===== src/rtl/button_if.sv =====
// ============================================================================
// button_if : button conditioner signal bundle (sync'd input, enable, outputs)
// Revision  : 1.0
// ============================================================================
`default_nettype none

interface button_if;
    logic btn_sync;
    logic repeat_en;
    logic btn_level;
    logic btn_press;
    logic btn_release;
    logic btn_repeat;

    modport master (
        output btn_sync,
        output repeat_en,
        input  btn_level,
        input  btn_press,
        input  btn_release,
        input  btn_repeat
    );

    modport slave (
        input  btn_sync,
        input  repeat_en,
        output btn_level,
        output btn_press,
        output btn_release,
        output btn_repeat
    );
endinterface

`default_nettype wire


===== src/rtl/button_conditioner.sv =====
// ============================================================================
// button_conditioner : debounce, press/release pulses and auto-repeat
// Revision           : 1.0
// ============================================================================
`default_nettype none

module button_conditioner #(
    parameter int STABLE_CYCLES = 500000,
    parameter int REPEAT_DELAY  = 25000000,
    parameter int REPEAT_PERIOD = 10000000,
    parameter int CNT_W         = 26
) (
    input  wire       clk,
    input  wire       rst,
    button_if.slave   btn
);

    localparam logic [CNT_W-1:0] c_one    = CNT_W'(1);
    localparam logic [CNT_W-1:0] c_stable = CNT_W'(STABLE_CYCLES);
    localparam logic [CNT_W-1:0] c_delay  = CNT_W'(REPEAT_DELAY);
    localparam logic [CNT_W-1:0] c_period = CNT_W'(REPEAT_PERIOD);

    typedef enum logic [2:0] {
        ST_IDLE       = 3'd0,
        ST_DB_PRESS   = 3'd1,
        ST_HOLD       = 3'd2,
        ST_REPEAT     = 3'd3,
        ST_DB_RELEASE = 3'd4
    } state_t;

    state_t           r_state;
    logic [CNT_W-1:0] r_cnt;
    logic             r_level;
    logic             r_press;
    logic             r_release;
    logic             r_repeat;
    logic [CNT_W-1:0] w_cnt_inc;

    assign w_cnt_inc = r_cnt + c_one;

    always_ff @(posedge clk) begin
        if (rst) begin
            r_state   <= ST_IDLE;
            r_cnt     <= '0;
            r_level   <= 1'b0;
            r_press   <= 1'b0;
            r_release <= 1'b0;
            r_repeat  <= 1'b0;
        end else begin
            r_press   <= 1'b0;
            r_release <= 1'b0;
            r_repeat  <= 1'b0;
            case (r_state)
                ST_IDLE: begin
                    if (btn.btn_sync) begin
                        r_state <= ST_DB_PRESS;
                        r_cnt   <= c_one;
                    end
                end
                ST_DB_PRESS: begin
                    if (!btn.btn_sync) begin
                        r_state <= ST_IDLE;
                        r_cnt   <= '0;
                    end else if (w_cnt_inc == c_stable) begin
                        r_state  <= ST_HOLD;
                        r_cnt    <= '0;
                        r_level  <= 1'b1;
                        r_press  <= 1'b1;
                        r_repeat <= 1'b1;
                    end else begin
                        r_cnt <= w_cnt_inc;
                    end
                end
                ST_HOLD: begin
                    if (!btn.btn_sync) begin
                        r_state <= ST_DB_RELEASE;
                        r_cnt   <= c_one;
                    end else if (!btn.repeat_en) begin
                        r_cnt <= '0;
                    end else if (w_cnt_inc == c_delay) begin
                        r_state  <= ST_REPEAT;
                        r_cnt    <= '0;
                        r_repeat <= 1'b1;
                    end else begin
                        r_cnt <= w_cnt_inc;
                    end
                end
                ST_REPEAT: begin
                    // A release takes priority over a repeat pulse due this edge
                    if (!btn.btn_sync) begin
                        r_state <= ST_DB_RELEASE;
                        r_cnt   <= c_one;
                    end else if (!btn.repeat_en) begin
                        r_state <= ST_HOLD;
                        r_cnt   <= '0;
                    end else if (w_cnt_inc == c_period) begin
                        r_cnt    <= '0;
                        r_repeat <= 1'b1;
                    end else begin
                        r_cnt <= w_cnt_inc;
                    end
                end
                ST_DB_RELEASE: begin
                    // Bounce back to high resumes holding with a fresh repeat delay
                    if (btn.btn_sync) begin
                        r_state <= ST_HOLD;
                        r_cnt   <= '0;
                    end else if (w_cnt_inc == c_stable) begin
                        r_state   <= ST_IDLE;
                        r_cnt     <= '0;
                        r_level   <= 1'b0;
                        r_release <= 1'b1;
                    end else begin
                        r_cnt <= w_cnt_inc;
                    end
                end
                default: begin
                    r_state <= ST_IDLE;
                    r_cnt   <= '0;
                    r_level <= 1'b0;
                end
            endcase
        end
    end

    assign btn.btn_level   = r_level;
    assign btn.btn_press   = r_press;
    assign btn.btn_release = r_release;
    assign btn.btn_repeat  = r_repeat;

endmodule

`default_nettype wire


===== src/flat_wrapper.sv =====
// flat-port wrapper written by rule: the top's interface ports become plain ports
module button_conditioner_flat 
#(
    parameter int STABLE_CYCLES = 500000,
    parameter int REPEAT_DELAY  = 25000000,
    parameter int REPEAT_PERIOD = 10000000,
    parameter int CNT_W         = 26
)
  (clk, rst, btn_btn_sync, btn_repeat_en, btn_btn_level, btn_btn_press, btn_btn_release, btn_btn_repeat);
  button_if btn_i ();
  input  wire clk;
  input  wire rst;
  input wire logic [$bits(btn_i.btn_sync)-1:0] btn_btn_sync;
  input wire logic [$bits(btn_i.repeat_en)-1:0] btn_repeat_en;
  output wire logic [$bits(btn_i.btn_level)-1:0] btn_btn_level;
  output wire logic [$bits(btn_i.btn_press)-1:0] btn_btn_press;
  output wire logic [$bits(btn_i.btn_release)-1:0] btn_btn_release;
  output wire logic [$bits(btn_i.btn_repeat)-1:0] btn_btn_repeat;
  assign btn_i.btn_sync = btn_btn_sync;
  assign btn_i.repeat_en = btn_repeat_en;
  assign btn_btn_level = btn_i.btn_level;
  assign btn_btn_press = btn_i.btn_press;
  assign btn_btn_release = btn_i.btn_release;
  assign btn_btn_repeat = btn_i.btn_repeat;
  button_conditioner #(.STABLE_CYCLES(STABLE_CYCLES), .REPEAT_DELAY(REPEAT_DELAY), .REPEAT_PERIOD(REPEAT_PERIOD), .CNT_W(CNT_W)) u_core (.clk(clk), .rst(rst), .btn(btn_i));
endmodule

===== config.mk =====
export PLATFORM = sky130hd
export DESIGN_NAME = button_conditioner_flat
export DESIGN_NICKNAME = d
export VERILOG_FILES = /design/src/rtl/button_if.sv /design/src/rtl/button_conditioner.sv /design/src/flat_wrapper.sv
export SDC_FILE = /design/constraint.sdc
export NUM_CORES = 1
export LEC_CHECK = 0
export ABC_AREA = 1
export BUFFER_PORTS_ARGS = -buffer_cell sky130_fd_sc_hd__buf_2
export CORE_MARGIN = 10
export CORE_UTILIZATION = 55
export CTS_BUF_LIST = sky130_fd_sc_hd__clkbuf_16
export CTS_CLUSTER_SIZE = 12
export DETAILED_ROUTE_END_ITERATION = 10
export GPL_TIMING_DRIVEN = 0
export PLACE_DENSITY_LB_ADDON = 0.08
export SLEW_MARGIN = 20
export SYNTH_ARGS = -nofsm -noshare
export SYNTH_HDL_FRONTEND = slang
export SYNTH_SLANG_ARGS = --single-unit

===== constraint.sdc =====
create_clock -name clk -period 2.2 [get_ports clk]
set_clock_uncertainty 0.05 [all_clocks]
set_input_delay 0.22 -clock clk [delete_from_list [all_inputs] [get_ports clk]]
set_output_delay 0.22 -clock clk [all_outputs]
set_load 0.01 [all_outputs]

==> results_dict.tcl, run 1 <==
set metrics [dict create \
    drive_above_1_share_pct 23.8 \
    numPortBuffers 5 \
    numCtsBuffers 5 \
    slowest_stage "dfxtp_4" \
    grt_pass1_wl_um 12300 \
    ios 8 \
    crit_type "flip-flop to flip-flop" \
    gr-total-overflow 0 \
    synth_cell_types 26 \
    cts_sinks 33 \
    cts_tree "done" \
    place_congestion 0.941 \
    final_core_utilization_pct 74.3 \
    n_antenna_cell 0 \
    p_leak_nw 1.28 \
    synth_async_sr_flop_share_pct 0 \
    routedWlPerCell_um 15.3 \
    finalWorstSetupSlack_ns -0.455 \
    coreArea_um2 4380 \
    ys.flop_type "dfxtp_1" \
    cp-start-kind "flip-flop" \
    place_area_um2 2640 \
    first_pass_iters 5 \
    start_util_pct 57.3 \
    peakVddDrop_v 0.000656 \
    crit_buf_inv 3 \
    fin_nets 484 \
    synth_edf_count 0 \
    max_slew.worst_pin.slew_ns 0.598 \
    synthCells 446 \
    vias 3026 \
    die_area_um2 7670 \
    grt_pass1_vias 2692 \
    cts_root_buf "clkbuf_16" \
    vias_per_cell 5.69 \
    pre_cts_ws_ns -0.412 \
    rrSetupSlack_ns -0.45 \
    die_y_um 87.6 \
    max_slew_margin_pct 59.8 \
    fill_cells 329 \
    slew_viol_final 0 \
    yosysTopAreaCell "dfxtp_1" \
    crit_top_cell "nand2_1" \
    timing.hold.ws_ns 0.300 \
    max-cap-violations 0 \
    finalHoldViolCount 0 \
    yosysTopAreaCellShare_pct 26.3 \
    clkTransAtPathRegs_ns 0.06 \
    ys_seq_elements 33 \
    yosysSeqAreaShare_pct 26.3 \
    worstPathArrival_ns 2.74 \
    cp_cell_sequence "ha_4, nand2_4, nor2_4, buf_12, buf_6, nand4_1, nand2_1, nand2_1, nor2_2, nand2_1, nor2_1, nand3_1, nand2_2, nor2_2, nor2_4, nand2_4, clkbuf_16, nand2_1, a21oi_1" \
    clk_latency_ns 0.28 \
    drc 0 \
    syn_to_final_growth_pct 29.6 \
    violations "setup timing" \
    antenna_found_initial 0 \
    cts_buffer_depth 2 \
    grt_max_degree 12 \
    setup_viol 32 \
    status "finished with violations" \
    cpLargestDelayFamily "simple AND/OR/NAND/NOR gates" \
    postRouteAntennaNets 0 \
    synth.area.top_cells "dfxtp_1 26%, nand2_1 25%, nor2_1 8.8%, inv_1 7.3%, a21oi_1 5.8%" \
    power.density_nw_per_um2 682 \
    worst_hold_path_type "input pin to flip-flop" \
    dp_hpwl_um 5090 \
    yosys_warnings 0 \
    syn_nets 451 \
    max_stage_delay_ns 0.37 \
    crit_fanout 6 \
    grt_use_total_pct 19.6 \
    min_period_ns 2.65 \
    postRouteWirelength_um 8130 \
    h-tree-depth 2 \
    rows 24 \
    min_period_over_period_pct 121 \
    die_x_um 87.6 \
    first_iter_violations 282 \
    crit_path_end_kind "flip-flop" \
    synth.cell_area_um2 2510 \
    critPathRequiredTime_ns 2.29 \
    syn_avg_cell_area_um2 5.64 \
    rsz0062_at_grt "true" \
    max_freq_mhz 377 \
    design_area_um2 3260 \
]
-- cell usage in the layout (no fill, tap or decap), drive strengths merged --
master,count
clkbuf,12
xnor2,2
inv,50
nor2,72
or2,2
buf,28
o211ai,1
a21oi,29
nand3,28
and2,3
clkinvlp,1
nor3b,1
o21ai,8
nand4,14
xor2,2
nor3,8
nand3b,2
a21o,2
dfxtp,33
nand2,180
ha,1
clkinv,1
-- layout make-up --
type,instances,area [um2],share of cell area [%]
multi-input cells,355,1880,57.8
flip-flops and latches,33,688,21.1
repair buffers,26,240,7.38
inverters,49,186,5.72
clock buffers,5,125,3.84
well taps,52,65.1,2.00
plain buffers,9,53.8,1.65
clock inverters,3,15.0,0.461
-- metrics by stage --
stage	power (W)	instances	setup TNS (ns)
finish	0.00222	532	-12.46
global route	0.00234	532	-15.21
global placement	0.00132	503	-10.66
floorplan	0.00118	446	0
detailed placement	0.00133	503	-10.81
CTS	0.00209	522	-6.31
-- synth_stat cells (2+ instances only) --
master    count
xor2_1        2
nand3_2       2
and2_1        3
nand4_1      14
nor2_4        6
a21oi_1      29
dfxtp_1      33
nor2_2        7
xnor2_1       2
nand2_1     170
a21o_1        2
o21ai_0       4
buf_6         2
o21ai_1       4
nand2_2      10
inv_1        49
nor2_1       59
clkbuf_1      6
nor3_1        8
nand3b_1      2
or2_2         2
nand3_1      26
-- power breakdown --
group / switching [W] / internal (W) / leakage, nW
registers: 0.0000361 / 0.000639 / 0.275
logic: 0.000560 / 0.000313 / 0.932
clock network: 0.000264 / 0.000411 / 0.0687
total: 0.000860 / 0.00136 / 1.28
-- repair_timing --
action / 4_1_cts / 5_1_grt
gates cloned: 1 / 1
buffers inserted: 10 / 9
hold buffers: 0 / 0
endpoints found under the setup margin: 32 / 32
gates resized for setup: 32 / 49
pin swaps: 8 / 19
-- final timing paths --
path | startpoint | end | depth (start not counted)
setup reg to reg | u_core.r_cnt[0] | u_core.r_cnt[22] | 19
setup / recovery | u_core.r_cnt[0] | u_core.r_cnt[22] | 19
hold reg to reg | u_core.r_cnt[12] | u_core.r_cnt[12] | 2
hold / removal | rst | u_core.r_cnt[19] | 2
-- per-layer routing --
layer | vias to the layer above | share of wire, % | track usage [%]
li1 | 1472 | - | -
met1 | 1385 | 42 | 23.9
met2 | 133 | 48 | 33.5
met3 | 36 | 6.1 | 3.81
met4 | 0 | 4.4 | 6.23
met5 | - | 0 | 0
-- worst reg2reg max path: cells and delay by family (launching register included) --
kind	cells	cell delay, ns
AND/OR/NAND/NOR	14	1.47
buffers and inverters	3	0.43
flip-flops	1	0.37
adder cells (fa/ha/maj)	1	0.16
AO/OA/AOI/OAI	1	0.06
-- sequential cells by signal (all words and copies together), names as in the netlist --
register                cells
u_core.r_cnt               26
u_core.r_state              3
u_core.btn.btn_level        1
u_core.btn.btn_press        1
u_core.btn.btn_release      1
u_core.btn.btn_repeat       1
-- logic make-up after synthesis --
logic type	after synthesis	share of synthesized area (%)
buffers and inverters	58	9.26
adder cells (fa/ha/maj)	1	0.498
AND/OR/NAND/NOR	310	54.3
XOR/XNOR	4	1.39
flip-flops	33	26.3
AO/OA/AOI/OAI	40	8.26
Power figures use the tool's default switching activity.
==> run 2: changes to the inputs <==
--- a/config.mk
+++ b/config.mk
@@ -14,6 +14,7 @@
 export DETAILED_ROUTE_END_ITERATION = 10
 export GPL_TIMING_DRIVEN = 0
 export PLACE_DENSITY_LB_ADDON = 0.08
+export REMOVE_ABC_BUFFERS = 1
 export SLEW_MARGIN = 20
 export SYNTH_ARGS = -nofsm -noshare
 export SYNTH_HDL_FRONTEND = slang
==> run 2 against run 1 <==
  * The run still ends with setup timing left
  * Sequential power is essentially flat
  * Die area unchanged
  * Clock-buffer cell count did not move
  * Power grew 4.0%
  * Clock power is 0.6% lower
  * Final cell count rose by 0.94%
  * Utilization rose by 3.9 points
  * Setup slack gained 0.053 ns
  * Non-clock buffer count up 3
  * Sequential cell count stayed put
  * Via count up 3.8%
  * Combinational power grew 11%
  * Critical endpoint is now u_core.r_cnt[8]
==> results_dict.tcl, run 2 (synthesis results as in run 1) <==
set metrics [dict create \
    status "finished with violations" \
    violations "setup timing" \
    vias 3140 \
    rsz0062_at_grt "true" \
    p_leak_nw 1.35 \
    coreArea_um2 4380 \
    cts_tree "done" \
    fin_nets 490 \
    dp_cells 496 \
    die_area_um2 7670 \
    crit_fanout 6 \
    layout_common_cells "140 x nand2_1, 46 x inv_1, 42 x nor2_1, 31 x nand2_2, 28 x a21oi_1" \
    ios 8 \
    power.density_nw_per_um2 674 \
    finalPower_w 0.00231 \
    n_antenna_cell 0 \
    crit_path_end_kind "flip-flop" \
    postRouteAntennaNets 0 \
    grt_pass1_vias 2745 \
    setup_viol 32 \
    cts_sinks 33 \
    dp_hpwl_um 4750 \
    clk_latency_ns 0.28 \
    cp-start-kind "flip-flop" \
    multi_input_area_um2 2020 \
    grt_use_total_pct 20.0 \
    worst_hold_path_type "input pin to flip-flop" \
    syn_to_final_growth_pct 36.4 \
    start_util_pct 57.3 \
    fill_cells 292 \
    die_x_um 87.6 \
    drc 0 \
    layout.cells.non_filler 537 \
    top_regs "u_core.r_cnt: 26 flops, u_core.r_state: 3 flops" \
    rows 24 \
    grt_max_degree 30 \
    clkTransAtPathRegs_ns 0.05 \
    crit_top_cell "nand2_1" \
    max-cap-violations 0 \
    postRouteWirelength_um 8500 \
    max_stage_delay_ns 0.38 \
    die_y_um 87.6 \
    r2r_cells 17 \
    worstPathArrival_ns 2.75 \
    final_common_cell "nand2_1" \
    h-tree-depth 2 \
    whs_path_depth 3 \
    gr-total-overflow 0 \
    routedWlPerCell_um 15.8 \
    timing.hold.ws_ns 0.273 \
    first_pass_iters 5 \
    cts_root_buf "clkbuf_16" \
    cts_buffer_depth 2 \
    finalHoldViolCount 0 \
    design_area_um2 3430 \
    drive_above_1_share_pct 32.8 \
    critPathRequiredTime_ns 2.35 \
    min_period_over_period_pct 118 \
    cp_cell_sequence "nand2_1, nor2_2, nand2_1, nor2_1, nand3_1, nand2_1, nor2_1, nand2_1, nor2_2, nand2_2, nand3_4, nor2_4, nor2_4, buf_12, buf_6, a21o_1, a21oi_1" \
    peakVddDrop_v 0.000750 \
    largest_register_ffs 26 \
    grt_pass1_wl_um 12500 \
    place_congestion 0.899 \
    max_freq_mhz 384 \
    vias_per_cell 5.85 \
    slowest_stage "dfxtp_2" \
    crit_type "flip-flop to flip-flop" \
    max_slew_margin_pct 52.0 \
    max_slew.worst_pin.slew_ns 0.718 \
    final-seq-area_um2 689 \
    slew_viol_final 0 \
    first_iter_violations 303 \
    min_period_ns 2.60 \
    finalWorstSetupSlack_ns -0.401 \
    antenna_found_initial 0 \
    numPortBuffers 7 \
    numCtsBuffers 5 \
    regMostFlops "u_core.r_cnt" \
    place_area_um2 2570 \
]
==> run 2: changes by cell type in the layout (fill, tap and decap cells not counted), sizes merged <==
| cell | previous run | this run |
|---|---|---|
| clkbuf | 12 | 5 |
| nand2 | 180 | 183 |
| clkinvlp | 1 | 0 |
| buf | 28 | 38 |
==> run 2: path summary, 6_finish.rpt <==
kind / slack [ns] / to / from
hold reg to reg: 0.44 / u_core.r_cnt[25] / u_core.r_cnt[25]
hold / removal: 0.27 / u_core.btn.btn_press / btn_btn_sync
setup reg to reg: -0.40 / u_core.r_cnt[8] / u_core.r_cnt[10]
setup / recovery: -0.40 / u_core.r_cnt[8] / u_core.r_cnt[10]
==> run 2: report_power, final <==
group | total (W) | internal, W | leakage, nW | switching, W
Sequential | 0.000676 | 0.000640 | 0.276 | 0.0000363
Combinational | 0.000965 | 0.000326 | 1.00 | 0.000639
Clock | 0.000670 | 0.000405 | 0.0685 | 0.000265
Total | 0.00231 | 0.00137 | 1.35 | 0.000941
==> run 2: area by class of cell <==
type                       count  area share [%]
multi-input combinational    358            59.1
timing repair buffer          38            9.56
inverter                      49            5.51
tap                           52            1.90
sequential                    33            20.1
clock inverter                 2           0.219
clock buffer                   5            3.65
==> run 2: metal layers <==
layer | global-route usage [%] | wire [um] | vias up
li1 | - | - | 1483
met1 | 24.3 | 3320 | 1425
met2 | 34.6 | 4090 | 185
met3 | 3.25 | 693 | 47
met4 | 7.54 | 394 | 0
met5 | 0 | 0 | -
==> run 2: repair_timing <==
action,4_1_cts,5_1_grt
buffers inserted,17,15
cloned,2,1
setup endpoints to repair,32,32
pin swaps,24,43
hold buffers,0,0
gates resized for setup,55,70
==> run 2: per-stage QoR <==
step | utilization (%) | setup TNS, ns | setup WS, ns
after CTS | 69.5 | -6.69 | -0.260
after global placement | 58.5 | -18.82 | -0.870
after floorplan | - | -2.17 | -0.171
after detailed placement | 58.7 | -16.13 | -0.691
after global routing | 78.2 | -14.51 | -0.538
final | 78.2 | -9.69 | -0.401
==> run 2: worst max-delay path, delay by kind of cell (launching register included) <==
kind                   cells  cell delay, ns
buffers and inverters      2            0.27
AO/OA/AOI/OAI              2            0.28
flip-flops                 1            0.38
AND/OR/NAND/NOR           13            1.52
==> run 3: changes to the inputs <==
--- a/config.mk
+++ b/config.mk
@@ -15,6 +15,7 @@
 export GPL_TIMING_DRIVEN = 0
 export PLACE_DENSITY_LB_ADDON = 0.08
 export REMOVE_ABC_BUFFERS = 1
+export SETUP_SLACK_MARGIN = 0.5
 export SLEW_MARGIN = 20
 export SYNTH_ARGS = -nofsm -noshare
 export SYNTH_HDL_FRONTEND = slang
==> run 3 against run 2 <==
  * Combinational power shrank 5.0%
  * The run still ends with setup timing left
  * Cell area shrank 1.0%
  * Non-clock buffer count is the same
  * Critical path depth grew 2
  * Maximum frequency shrank 3.2%
  * Setup slack lost 0.087 ns
  * Global-route usage grew 0.61 points
  * Critical endpoint unchanged
==> results_dict.tcl, run 3 (synthesis results as in run 1) <==
set metrics [dict create \
    rows 24 \
    drc 0 \
    h-tree-depth 2 \
    antenna_found_initial 0 \
    vias_per_cell 5.84 \
    setup_tns_ns -12.14 \
    cts_root_buf "clkbuf_16" \
    ios 8 \
    peakVddDrop_v 0.000702 \
    die_x_um 87.6 \
    max_slew.worst_pin.slew_ns 0.770 \
    postRouteWirelength_um 8540 \
    die_area_um2 7670 \
    min_period_over_period_pct 122 \
    max_slew_margin_pct 48.6 \
    r2r_start "u_core.r_cnt[10]" \
    cts_sinks 33 \
    whs_path_depth 3 \
    slew_viol_final 0 \
    setup_viol 32 \
    coreArea_um2 4380 \
    critPathRequiredTime_ns 2.29 \
    finalWorstSetupSlack_ns -0.488 \
    p_leak_nw 1.34 \
    timing.hold.ws_ns 0.303 \
    grt_use_total_pct 20.7 \
    n_antenna_cell 0 \
    fill_cells 307 \
    final_common_cell "nand2_1" \
    use_met2_pct 34.9 \
    setup.worst_path.start "u_core.r_cnt[10]" \
    grt_max_degree 27 \
    grt_pass1_vias 2758 \
    largest_register_ffs 26 \
    die_y_um 87.6 \
    layout.cells.non_filler 537 \
    routedWlPerCell_um 15.9 \
    gr-total-overflow 0 \
    status "finished with violations" \
    regMostFlops "u_core.r_cnt" \
    place_congestion 0.899 \
    start_util_pct 57.3 \
    power.density_nw_per_um2 666 \
    first_iter_violations 361 \
    vias 3137 \
    grt_use_met1_pct 25.5 \
    grtUsageMet3_pct 3.25 \
    numPortBuffers 7 \
    violations "setup timing" \
    finalHoldViolCount 0 \
    crit_fanout 6 \
    syn_to_final_growth_pct 35.0 \
    postRouteAntennaNets 0 \
    min_period_ns 2.69 \
    multi_input_area_um2 2000 \
    clk_latency_ns 0.28 \
    min_from "btn_btn_sync" \
    numCtsBuffers 5 \
    grt_pass1_wl_um 12900 \
    layout_common_cells "141 x nand2_1, 46 x inv_1, 44 x nor2_1, 30 x nand2_2, 28 x a21oi_1" \
    fin_nets 490 \
    drive_above_1_share_pct 31.3 \
    first_pass_iters 8 \
    pre_cts_ws_ns -0.691 \
    cp-start-kind "flip-flop" \
    rsz0062_at_grt "true" \
    busiest_layer "met2" \
    max-cap-violations 0 \
    cts_tree "done" \
    dp_hpwl_um 4750 \
    clkTransAtPathRegs_ns 0.05 \
    top_regs "u_core.r_cnt: 26 flops, u_core.r_state: 3 flops" \
    final-seq-area_um2 688 \
    dp_cells 496 \
    max_freq_mhz 372 \
    worst_hold_path_type "input pin to flip-flop" \
    r2r_cells 19 \
    crit_type "flip-flop to flip-flop" \
    crit_path_end_kind "flip-flop" \
    cts_buffer_depth 2 \
    worstPathArrival_ns 2.77 \
]
-- run 3: cell count changes in the layout (fill, tap and decap cells not counted) --
cell,change
buf_6,-2
nand2_4,-1
nand3_2,-2
nor2_1,+2
nand2_1,+1
nor2_2,-1
dfxtp_1,+1
nand2_2,-1
buf_4,+2
dfxtp_2,-1
o21ai_1,+1
nand3_1,+2
o21ai_2,-1
-- run 3: cell type report --
cell class              count  area share (%)
repair buffers             38            9.44
clock buffers               5            3.69
well taps                  52            1.92
inverters                  49            5.57
multi-input cells         358            58.9
clock inverters             2           0.221
flip-flops and latches     33            20.3
-- run 3: worst max-delay path: stages, from the launching register on --
cell and delay [ns]:
dfxtp_2 0.40, nand2_2 0.12, nor2_4 0.18, nand2_1 0.11, nor2_4 0.18, buf_4 0.13
nand2_1 0.05, nand2_1 0.10, nand2_1 0.09, nor2_1 0.12, nand3_1 0.12, nor2_2 0.13
nand2_2 0.10, nand3_4 0.08, nor2_4 0.05, nor2_4 0.11, buf_12 0.15, buf_6 0.10
a21o_1 0.11, a21oi_1 0.06
-- run 3: worst paths after layout --
| path | endpoint | slack [ns] |
|---|---|---|
| max | u_core.r_cnt[8] | -0.49 |
| min reg2reg | u_core.r_cnt[25] | 0.44 |
| max reg2reg | u_core.r_cnt[8] | -0.49 |
| min | u_core.btn.btn_press | 0.30 |
-- run 3: stage by stage --
step / power [W] / utilization, % / cell area [um2]
floorplan: 0.00111 / - / 2460
global placement: 0.00125 / 58.5 / 2560
detailed placement: 0.00127 / 58.7 / 2570
CTS: 0.00213 / 69.7 / 3050
global route: 0.00237 / 77.4 / 3390
finish: 0.00226 / 77.4 / 3390
-- run 3: per-layer routing --
layer / up-vias / share of wire (%)
met5: - / 0
met4: 0 / 4.7
met3: 48 / 7.1
met2: 179 / 49
met1: 1420 / 39
li1: 1490 / -
-- run 3: report_power, final --
group | internal [W] | switching [W] | leakage (nW)
combinational | 0.000289 | 0.000628 | 0.997
sequential | 0.000640 | 0.0000375 | 0.276
clock | 0.000405 | 0.000259 | 0.0685
-- run 3: repair_timing --
item                       4_1_cts  5_1_grt
hold buffers                     0        0
pin swaps                       25       37
buffers inserted                17       14
setup endpoints to repair       33       33
cloned                           3        0
resized for setup               55       61
